**src/rtl/m_board_arbiter.sv**
```systemverilog
// Connect-Four board owner: arbitrates move requests from the human and AI
// sides, sequences the shared m_piler and commits or rejects each move.
`ifndef COL_SIZE
`define COL_SIZE 3
`endif
`ifndef COL_COUNT
`define COL_COUNT 7
`endif
`ifndef FIELD_SIZE
`define FIELD_SIZE 42
`endif
`ifndef PILED_COUNT_ARRAY_SIZE
`define PILED_COUNT_ARRAY_SIZE 21
`endif

module m_board_arbiter #(
    parameter bit ENFORCE_TURN = 1'b1,
    parameter int MAX_MOVES    = 42,
    parameter bit FIRST_TURN   = 1'b0
) (
    input  logic                                w_clk,
    input  logic                                w_rst,
    input  logic                                i_clear,
    input  logic [1:0]                          i_req,
    input  logic [`COL_SIZE-1:0]                i_col0,
    input  logic [`COL_SIZE-1:0]                i_col1,
    output logic [1:0]                          o_ack,
    output logic [1:0]                          o_nack,
    output logic [`FIELD_SIZE-1:0]              o_pl_field,
    output logic [`PILED_COUNT_ARRAY_SIZE-1:0]  o_pl_array,
    output logic [`COL_SIZE-1:0]                o_pl_col,
    input  logic                                i_pl_valid,
    input  logic [`FIELD_SIZE-1:0]              i_pl_field,
    input  logic [`PILED_COUNT_ARRAY_SIZE-1:0]  i_pl_array,
    output logic [`FIELD_SIZE-1:0]              o_field0,
    output logic [`FIELD_SIZE-1:0]              o_field1,
    output logic [`PILED_COUNT_ARRAY_SIZE-1:0]  o_piled_array,
    output logic [5:0]                          o_move_count,
    output logic                                o_turn,
    output logic [`COL_SIZE-1:0]                o_last_col,
    output logic                                o_busy,
    output logic                                o_full
);

    typedef enum logic [1:0] {
        IDLE = 2'd0,
        PILE = 2'd1,
        RESP = 2'd2
    } state_t;

    state_t               state;
    logic                 last_grant;
    logic                 grantee;
    logic [`COL_SIZE-1:0] grant_col_q;

    logic                 grant;
    logic [`COL_SIZE-1:0] grant_col;
    logic                 reject;

    // Round-robin: with both requesting, the side not granted last time wins.
    // NOTE: every always_comb output gets a default first so no latch is inferred.
    always_comb begin
        grant = 1'b0;
        case (i_req)
            2'b10:   grant = 1'b1;
            2'b11:   grant = ~last_grant;
            default: grant = 1'b0;
        endcase
        grant_col = grant ? i_col1 : i_col0;
        reject    = (int'(grant_col) >= `COL_COUNT) || o_full ||
                    (ENFORCE_TURN && (grant != o_turn));
    end

    assign o_busy = (state != IDLE);
    assign o_full = (o_move_count == 6'(MAX_MOVES));

    // NOTE: state is updated with non-blocking assignments only; async reset covers every register.
    always_ff @(posedge w_clk or posedge w_rst) begin
        if (w_rst) begin
            state         <= IDLE;
            last_grant    <= ~FIRST_TURN;
            grantee       <= 1'b0;
            grant_col_q   <= '0;
            o_ack         <= '0;
            o_nack        <= '0;
            o_pl_field    <= '0;
            o_pl_array    <= '0;
            o_pl_col      <= '0;
            o_field0      <= '0;
            o_field1      <= '0;
            o_piled_array <= '0;
            o_move_count  <= '0;
            o_turn        <= FIRST_TURN;
            o_last_col    <= '0;
        end else begin
            case (state)
                IDLE: begin
                    o_ack  <= '0;
                    o_nack <= '0;
                    if (i_clear) begin
                        o_field0      <= '0;
                        o_field1      <= '0;
                        o_piled_array <= '0;
                        o_move_count  <= '0;
                        o_last_col    <= '0;
                        o_turn        <= FIRST_TURN;
                        last_grant    <= ~FIRST_TURN;
                    end else if (|i_req) begin
                        last_grant  <= grant;
                        grantee     <= grant;
                        grant_col_q <= grant_col;
                        if (reject) begin
                            o_nack <= 2'b01 << grant;
                            state  <= RESP;
                        end else begin
                            o_pl_field <= grant ? o_field1 : o_field0;
                            o_pl_array <= o_piled_array;
                            o_pl_col   <= grant_col;
                            state      <= PILE;
                        end
                    end
                end
                PILE: begin
                    if (i_pl_valid) begin
                        if (grantee) o_field1 <= i_pl_field;
                        else         o_field0 <= i_pl_field;
                        o_piled_array <= i_pl_array;
                        if (o_move_count < 6'(MAX_MOVES))
                            o_move_count <= o_move_count + 6'd1;
                        o_last_col <= grant_col_q;
                        o_turn     <= ~grantee;
                        o_ack      <= 2'b01 << grantee;
                    end else begin
                        o_nack <= 2'b01 << grantee;
                    end
                    o_pl_field <= '0;
                    o_pl_array <= '0;
                    o_pl_col   <= '0;
                    state      <= RESP;
                end
                RESP: begin
                    o_ack  <= '0;
                    o_nack <= '0;
                    state  <= IDLE;
                end
                default: state <= IDLE;
            endcase
        end
    end

endmodule

```
**config.mk**
```make
export PLATFORM = sky130hd
export DESIGN_NAME = m_board_arbiter
export DESIGN_NICKNAME = d
export VERILOG_FILES = /design/src/rtl/m_board_arbiter.sv
export SDC_FILE = /design/constraint.sdc
export NUM_CORES = 1
export LEC_CHECK = 0
export ABC_AREA = 1
export CAP_MARGIN = 30
export CORE_MARGIN = 4
export CORE_UTILIZATION = 43
export DETAILED_ROUTE_END_ITERATION = 12
export PLACE_DENSITY = 0.83
export SYNTH_ARGS = -nofsm -noshare
export SYNTH_HDL_FRONTEND = slang
export SYNTH_SLANG_ARGS = --single-unit
```
**constraint.sdc**
```tcl
create_clock -name w_clk -period 5.7 [get_ports w_clk]
set_input_delay 0.57 -clock w_clk [delete_from_list [all_inputs] [get_ports w_clk]]
set_output_delay 0.57 -clock w_clk [all_outputs]
set_load 0.1 [all_outputs]
```
======== Word level (Yosys, flattened, before mapping) ========
Index checks and enable logic that the tools add are counted.
storage, ports and cells
  ROM bits ................................ 0
  word-level logic and storage cells ...... 106
  output and inout bits ................... 187
  bits in latches ......................... 0
  memory bits (writable) .................. 0
  register bits ........................... 192
  input bits .............................. 75
  memories ................................ 0
operators by class
  reduce and logical (&&, ||, !) cells .... 20
  bitwise gates (word level) .............. 3
  div/mod/pow operators ................... 0
  multiplexer cells ....................... 48
  $lt $le $gt $ge ......................... 2
  multiply operators ...................... 0
  equal/unequal tests ..................... 15
  $add $sub $neg .......................... 1
  shifts and indexed selects .............. 2
operators by type and width
  operator               count
  $mux W42               9
  $pmux W42 S2           3
  $mux W21               5
  $pmux W21 S2           2
  $mux W3                6
  $mux W6                3
  $ne A2 B2 Y1 const B   9
  $mux W2                8
  $reduce_and A4 Y1      4
  $pmux W3 S2            2
  $pmux W6 S2            1
  $pmux W2 S2            2
  $reduce_and A2 Y1      4
  $reduce_bool A2 Y1     4
  $add A6 B1 Y6 const B  1
  $eq A2 B2 Y1 const B   3
  $eq A6 B6 Y1 const B   1
  $lt A6 B6 Y1 const B   1
  $pmux W2 S3            1
  $reduce_and A3 Y1      2
  $mux W1                4
  $pmux W1 S2            2
  $reduce_or A2 Y1       2
  $shl A1 B1 Y2 const A  2
  other kinds (7)        10

======== Depth between registers and ports, before layout ========
Gate-level depths: netlist (run 1).
  depth after elaboration ................. 10
  mapped depth ............................ 12

======== Worst setup path before layout (run 1) ========
OpenSTA, ideal clock, no wires.
  path kind ............................... flip-flop to flip-flop
  from .................................... register o_move_count[1]
  to ...................................... register o_pl_field[14]
  clock period less this slack ............ 3,612 ps
  cell stages (with the launch flop) ...... 10
  data required time ...................... 5,631 ps
  arrival ................................. 3,544 ps
  path buffers ............................ 2
  setup time .............................. 69 ps
  slack ................................... 2,088 ps
  cell sequence ........................... dfrtp_1 > ha_1 > nand3_1 > nor2_1 > nor2_1 > nand3_2 > buf_4 > buf_2 > nand3_1 > nand2_1
between the ends
  word-level cells in the longest chain between the ends .. 5
ends and longest elaborated chain
  what                                RTL line  RTL
  start, declared                     38        output logic [5:0] o_move_count,
  start signal, assigned              129       o_move_count <= o_move_count + 6'd1;
  $eq A6 B6 Y1                        75        assign o_full = (o_move_count == 6'(MAX_MOVES));
  via o_full                          42        output logic o_full
  $logic_or A1 B1 Y1 (2 in series)    70        reject = (int'(grant_col) >= `COL_COUNT) || o_full ||
  $ne A2 B2 Y1 (no source line)       --
  $reduce_and A4 Y1 (no source line)  --
  end signal, assigned                116       o_pl_field <= grant ? o_field1 : o_field0;
  end, declared                       29        output logic [`FIELD_SIZE-1:0] o_pl_field,
The timed path passes the listed nets, and every way through them passes these cells.
A chain may end at the register's enable or synchronous reset.

======== Worst setup path after layout (run 1) ========
  from .................................... register state[1]
  to ...................................... register o_move_count[4]
between the ends
  word-level cells in the longest chain between the ends .. 3
ends and longest elaborated chain
  what                                                                 RTL line  RTL
  start, declared                                                      51        state_t state;
  start signal, assigned                                               80        state <= IDLE;
  start signal, assigned                                               114       state <= RESP;
  start signal, assigned                                               119       state <= PILE;
  $eq A2 B1 Y1 or $logic_not A2 Y1 (tied branches)                     96        case (state)
  $ne A2 B2 Y1 (no source line) or $reduce_bool A2 Y1 (tied branches)  --
  $reduce_and A4 Y1 (no source line)                                   --
Several ways; a longest one is shown, not always the timed one.

==> flow_summary_export.csv, run 1 <==
group,metric,value,unit
run_status,status,"complete, no violations",
cells_and_area,diodes,0,
place,routabilityCongestion,0.833,
hold_path,min_path_type,"flop to flop",
cells_and_area,final_nets,1329,
floorplan,die_w,148,µm
timing,finalClockSkew,13.2,ps
route,vias,7718,
logic_synthesis,synthDistinctLibCells,31,
global_routing,grt_max_degree,193,
logic_synthesis,seq_area_frac_synth,56.7,%
logic_synthesis,synth_area,8470,µm²
floorplan,dieArea,22000,µm²
route,drtPass1Iterations,5,
timing,slew_headroom,30.0,%
global_routing,grt_usage,21.9,%
timing,setup_tns,0,ps
clock_tree,htreeDepth,4,
route,drt_iter0_drc,404,
cells_and_area,syn2layout_area_growth,41.0,%
place,dp_hpwl,16100,µm
floorplan,die_h,148,µm
logic_synthesis,synth_seq_cells,192,
global_routing,gr-total-overflow,0,
hold_path,min_path_cells,2,
timing,setup_viol_count_final,0,
timing,grt_setup_unrepaired,"no",
setup_path,reg2regPathDepth,10,
route,drt-total-wl,24400,µm
cells_and_area,layout_commonest_cell,"nand2_1",
global_routing,grt_pass1_wl,38600,µm
floorplan,ioPinCount,262,
setup_path,worstSetupStartpointType,"flop",
timing,hold_violations,0,
setup_path,endpoint_kind,"flop",
timing,slew_viol_final,0,
timing,clock.fmax,313,MHz
clock_tree,tritoncts,"yes",
timing,period_share,56.1,%
logic_synthesis,synth_area_per_cell,8.28,µm²
route,antenna_left,0,
setup_path,required,6030,ps
place,port_buffers,261,
clock_tree,clkTransAtPathRegs,70,ps
timing,min_period,3200,ps
timing,worstMarginPinSlew,1050,ps
clock_tree,post_cts_buffers,0,
global_routing,grt_pass1_vias,7471,
clock_tree,root_buffer,"clkbuf_16",
floorplan,rows,51,
floorplan,start_util,43.7,%
setup_path,cp_data_arrival_time,3530,ps
clock_tree,cts_max_path_buffers,2,
clock_tree,clock-sinks,192,
route,avgViaCountPerCell,5.06,
clock_tree,clk_latency,420,ps
setup_path,worstSetupPathType,"flop to flop",
global_routing,antenna_found_initial,0,
run,maxCapViolations,0,
logic_synthesis,synth_fp_nets,1104,
clock_tree,cts_resized,0,
cells_and_area,layout_common_cells,"nand2_1 (383), clkdlybuf4s50_1 (261), dfrtp_1 (191)",
setup_path,critPathMaxFanout,51,
cells_and_area,drive_above_1_share,4.68,%
route,drc,0,
floorplan,core-area,19400,µm²
logic_synthesis,postSynthCellCount,1023,
clock_tree,numCtsBuffers,17,
route,routedWlPerCell,16.0,µm
logic_synthesis,yosys_warnings,0,
clock_tree,cts_hold_repair.buffers,0,
==> worst max-delay path, stage by stage (launching register included) <==
cell	delay (ps)
dfrtp_1	410
inv_1	130
ha_4	540
nand2_1	180
inv_2	110
a21oi_1	70
nor2_4	790
nand3_1	360
nand2_1	330
nand2_1	80
o21ai_0	90
==> stage by stage <==
stage          setup WS, ps  util [%]  hold WS [ps]  std cells  cell area (µm²)
2_1_floorplan          2090         -           454       1023             8480
3_3_place_gp           2400      57.6           463       1489            11200
4_1_cts                2510      61.6           487       1525            11900
6_report               2500      61.6           486       1525            11900
3_5_place_dp           2520      58.3           469       1494            11300
5_1_grt                2150      61.6           497       1525            11900
==> area by class of cell <==
class	instances	area, µm²
Fill cell	1682	7450
Multi-Input combinational cell	720	3190
Sequential cell	192	4810
Tap cell	265	332
Timing Repair Buffer	274	2820
Inverter	43	165
Clock inverter	11	176
Clock buffer	20	457
==> registers in the layout, indices dropped and copies added (netlist names) <==
name	cells
grant_col_q	3
grantee	1
last_grant	1
o_ack	2
o_field0	42
o_field1	42
o_last_col	3
o_move_count	6
o_nack	2
o_piled_array	21
o_pl_array	21
o_pl_col	3
o_pl_field	42
o_turn	1
state	2
==> cell families after synthesis <==
family                     count (synthesis)  share of synthesized area [%]
DFF                                      192                           56.7
xor gates and xnor gates                   4                          0.414
and+or+nand+nor                          541                           26.0
adders and majority gates                  6                          0.886
AOI/OAI and AO/OA                        169                           10.1
buffers and inverters                    111                           5.94
==> Yosys cell counts, drive strengths merged <==
library cell	number	area share [%]
nand2	387	17
dfrtp	191	56
o21ai	118	7.0
nand3	104	6.2
a21oi	49	2.9
nor2	45	2.2
inv	42	1.9
buf	41	2.8
clkbuf	27	1.2
ha	6	0.89
xnor2	3	0.31
nor3	2	0.12
a31oi	1	0.074
clkinv	1	0.044
dfstp	1	0.31
nand3b	1	0.089
nand4	1	0.074
nor4	1	0.074
o21a	1	0.089
xor2	1	0.10
==> routing by layer <==
metal	GRT usage [%]	share of wire [%]	routed length [µm]	up-vias
met5	0	0	0	-
met4	7.99	2.8	682	0
met3	5.97	7.7	1880	48
met2	35.4	48	11600	287
met1	28.4	42	10200	3644
li1	-	-	-	3739
==> final timing paths <==
path                          startpoint                end  slack (ps)
min reg2reg                o_last_col[0]      o_last_col[0]         490
max                             state[1]    o_move_count[4]        2500
max reg2reg                     state[1]    o_move_count[4]        2500
max in group asynchronous          w_rst  o_piled_array[18]        4140
min in group asynchronous          w_rst       o_field0[10]         780
min                        o_last_col[0]      o_last_col[0]         490
Power of run 1 is left out: the tool's default activity adds up to more than one toggle a clock period on the data nets, which glitch-free logic cannot reach.
==> run 2, diff against run 1 <==
==> constraint.sdc (replaced) <==
create_clock -name w_clk -period 2.6 [get_ports w_clk]
set_input_delay 0.26 -clock w_clk [delete_from_list [all_inputs] [get_ports w_clk]]
set_output_delay 0.26 -clock w_clk [all_outputs]
set_load 0.1 [all_outputs]
==> run 2 against run 1 <==
  * First-iteration DRC count shrank 5.9%
  * Die area is the same
  * Routed wire length grew 0.45%
  * Worst setup slack lost 2000 ps
  * Register-to-register slack lost 2000 ps
  * Flip-flop and latch count is the same
  * Worst hold slack lost 380 ps
  * Fmax grew 54%
  * Final cell count grew 0.39%
  * Sequential share of layout area grew 1.6 points
  * Non-clock buffer count grew 5
  * Largest cell class unchanged
==> flow_summary_export.csv, run 2 (synthesis results as in run 1) <==
group,metric,value,unit
setup_path,required,2960,ps
setup_path,worstSetupStartpointType,"flop",
floorplan,die_w,148,µm
timing,slew_headroom,61.2,%
setup_path,setup.worst_path.start,"state[1]",
floorplan,die_h,148,µm
route,drtPass1Iterations,5,
setup_path,critPathMaxFanout,32,
run,maxCapViolations,0,
place,dp_cells,1499,
timing,hold_violations,0,
global_routing,grt_pass1_wl,38700,µm
global_routing,grt_max_degree,85,
timing,holdWs,107,ps
global_routing,grt_usage,21.9,%
clock_tree,cts_hold_repair.buffers,0,
cells_and_area,top_regs,"o_field0 x42, o_field1 x42, o_pl_field x42",
setup_path,worstSetupPathType,"flop to flop",
floorplan,rows,51,
route,routedWlPerCell,16.0,µm
setup_path,setup.worst_path.end,"o_pl_field[37]",
setup_path,path_cells,"inv_1 -> ha_1 -> inv_2 -> nor2_4 -> inv_2 -> nor2_2 -> nand3_4 -> nand2_2 -> buf_12 -> nand2_1 -> nand2_1",
timing,grt_setup_unrepaired,"no",
route,drt-total-wl,24500,µm
clock_tree,cts_resized,0,
timing,min_period,2080,ps
route,drc,0,
clock_tree,clk_latency,420,ps
floorplan,dieArea,22000,µm²
clock_tree,cts_max_path_buffers,2,
timing,period_share,79.9,%
cells_and_area,layout_common_cells,"nand2_1 (383), buf_4 (200), dfrtp_1 (191)",
setup_path,path_depth,11,
place,port_buffers,261,
timing,setup_viol_count_final,0,
clock_tree,clock-sinks,192,
timing,slew_viol_final,0,
run_status,status,"complete, no violations",
floorplan,ioPinCount,262,
setup_path,reg2reg_slack,520,ps
global_routing,antenna_found_initial,0,
cells_and_area,final_nets,1334,
cells_and_area,fin_cells,1531,
timing,worstMarginPinSlew,582,ps
global_routing,gr-total-overflow,0,
global_routing,grt_pass1_vias,7455,
route,antenna_left,0,
clock_tree,htreeDepth,4,
place,routabilityCongestion,0.828,
cells_and_area,layout_commonest_cell,"nand2_1",
hold_path,min_path_type,"input pin to async pin",
clock_tree,clkTransAtPathRegs,80,ps
route,avgViaCountPerCell,5.08,
route,drt_iter0_drc,380,
cells_and_area,diodes,0,
setup_path,critPathSlowestCell,"dfrtp_1",
timing,finalClockSkew,12.2,ps
cells_and_area,drive_above_1_share,20.1,%
clock_tree,numCtsBuffers,17,
setup_path,endpoint_kind,"flop",
clock_tree,root_buffer,"clkbuf_16",
route,vias,7775,
floorplan,core-area,19400,µm²
setup_path,cp_data_arrival_time,2440,ps
floorplan,start_util,43.7,%
setup_path,critPathMaxStageDelay,410,ps
place,dp_hpwl,17000,µm
clock_tree,post_cts_buffers,0,
clock_tree,tritoncts,"yes",
setup_path,reg2reg_from,"state[1]",
setup_path,r2r_end,"o_pl_field[37]",
timing,clock.fmax,482,MHz
cells_and_area,syn2layout_area_growth,35.6,%
setup_path,path_delay_family,"simple AND/OR/NAND/NOR gates",
setup_path,worstPathBufferInverterCount,4,
setup_path,reg2regPathDepth,11,
run 2: changes by cell type in the layout (fill, tap and decap cells not counted), sizes merged, moves of 2 or more:
cell,delta
clkbuf,-2
clkinv,+2
inv,+3
clkdlybuf4s50,-187
buf,+192
run 2: through the flow:
stage / cell area (µm²) / util (%) / setup WS (ps) / TNS, ps
global route: 11500 / 59.2 / 369 / 0
detailed placement: 10800 / 55.9 / 437 / 0
global placement: 10800 / 55.9 / 508 / 0
floorplan: 8480 / - / -163 / -34560
CTS: 11500 / 59.2 / 503 / 0
finish: 11500 / 59.2 / 523 / 0
run 2: worst min-delay path by stage:
| stage | endpoint | from | slack (ps) | depth (start not counted) |
|---|---|---|---|---|
| final | o_pl_field[13] | w_rst | 110 | 2 |
| after global routing | o_pl_field[13] | w_rst | 90 | 2 |
| after CTS | o_pl_field[13] | w_rst | 90 | 2 |
| after detailed placement | o_last_col[1] | o_last_col[1] | 470 | 2 |
| after global placement | o_last_col[2] | o_last_col[2] | 470 | 2 |
| after floorplan | o_ack[0] | i_pl_valid | 410 | 2 |
run 2: final cells by class:
| cell class | instances | area, µm² |
|---|---|---|
| Clock buffer | 18 | 439 |
| Sequential cell | 192 | 4810 |
| Clock inverter | 14 | 198 |
| Inverter | 43 | 165 |
| Multi-Input combinational cell | 720 | 3200 |
| Fill cell | 1703 | 7910 |
| Tap cell | 265 | 332 |
| Timing Repair Buffer | 279 | 2340 |
run 2: per-layer routing:
metal / share of wire (%) / track usage [%] / up-vias
li1: - / - / 3752
met1: 41 / 27.9 / 3747
met2: 49 / 37.0 / 244
met3: 7.7 / 6.00 / 32
met4: 1.7 / 5.82 / 0
met5: 0 / 0 / -
Power of run 2 is left out for the same reason.
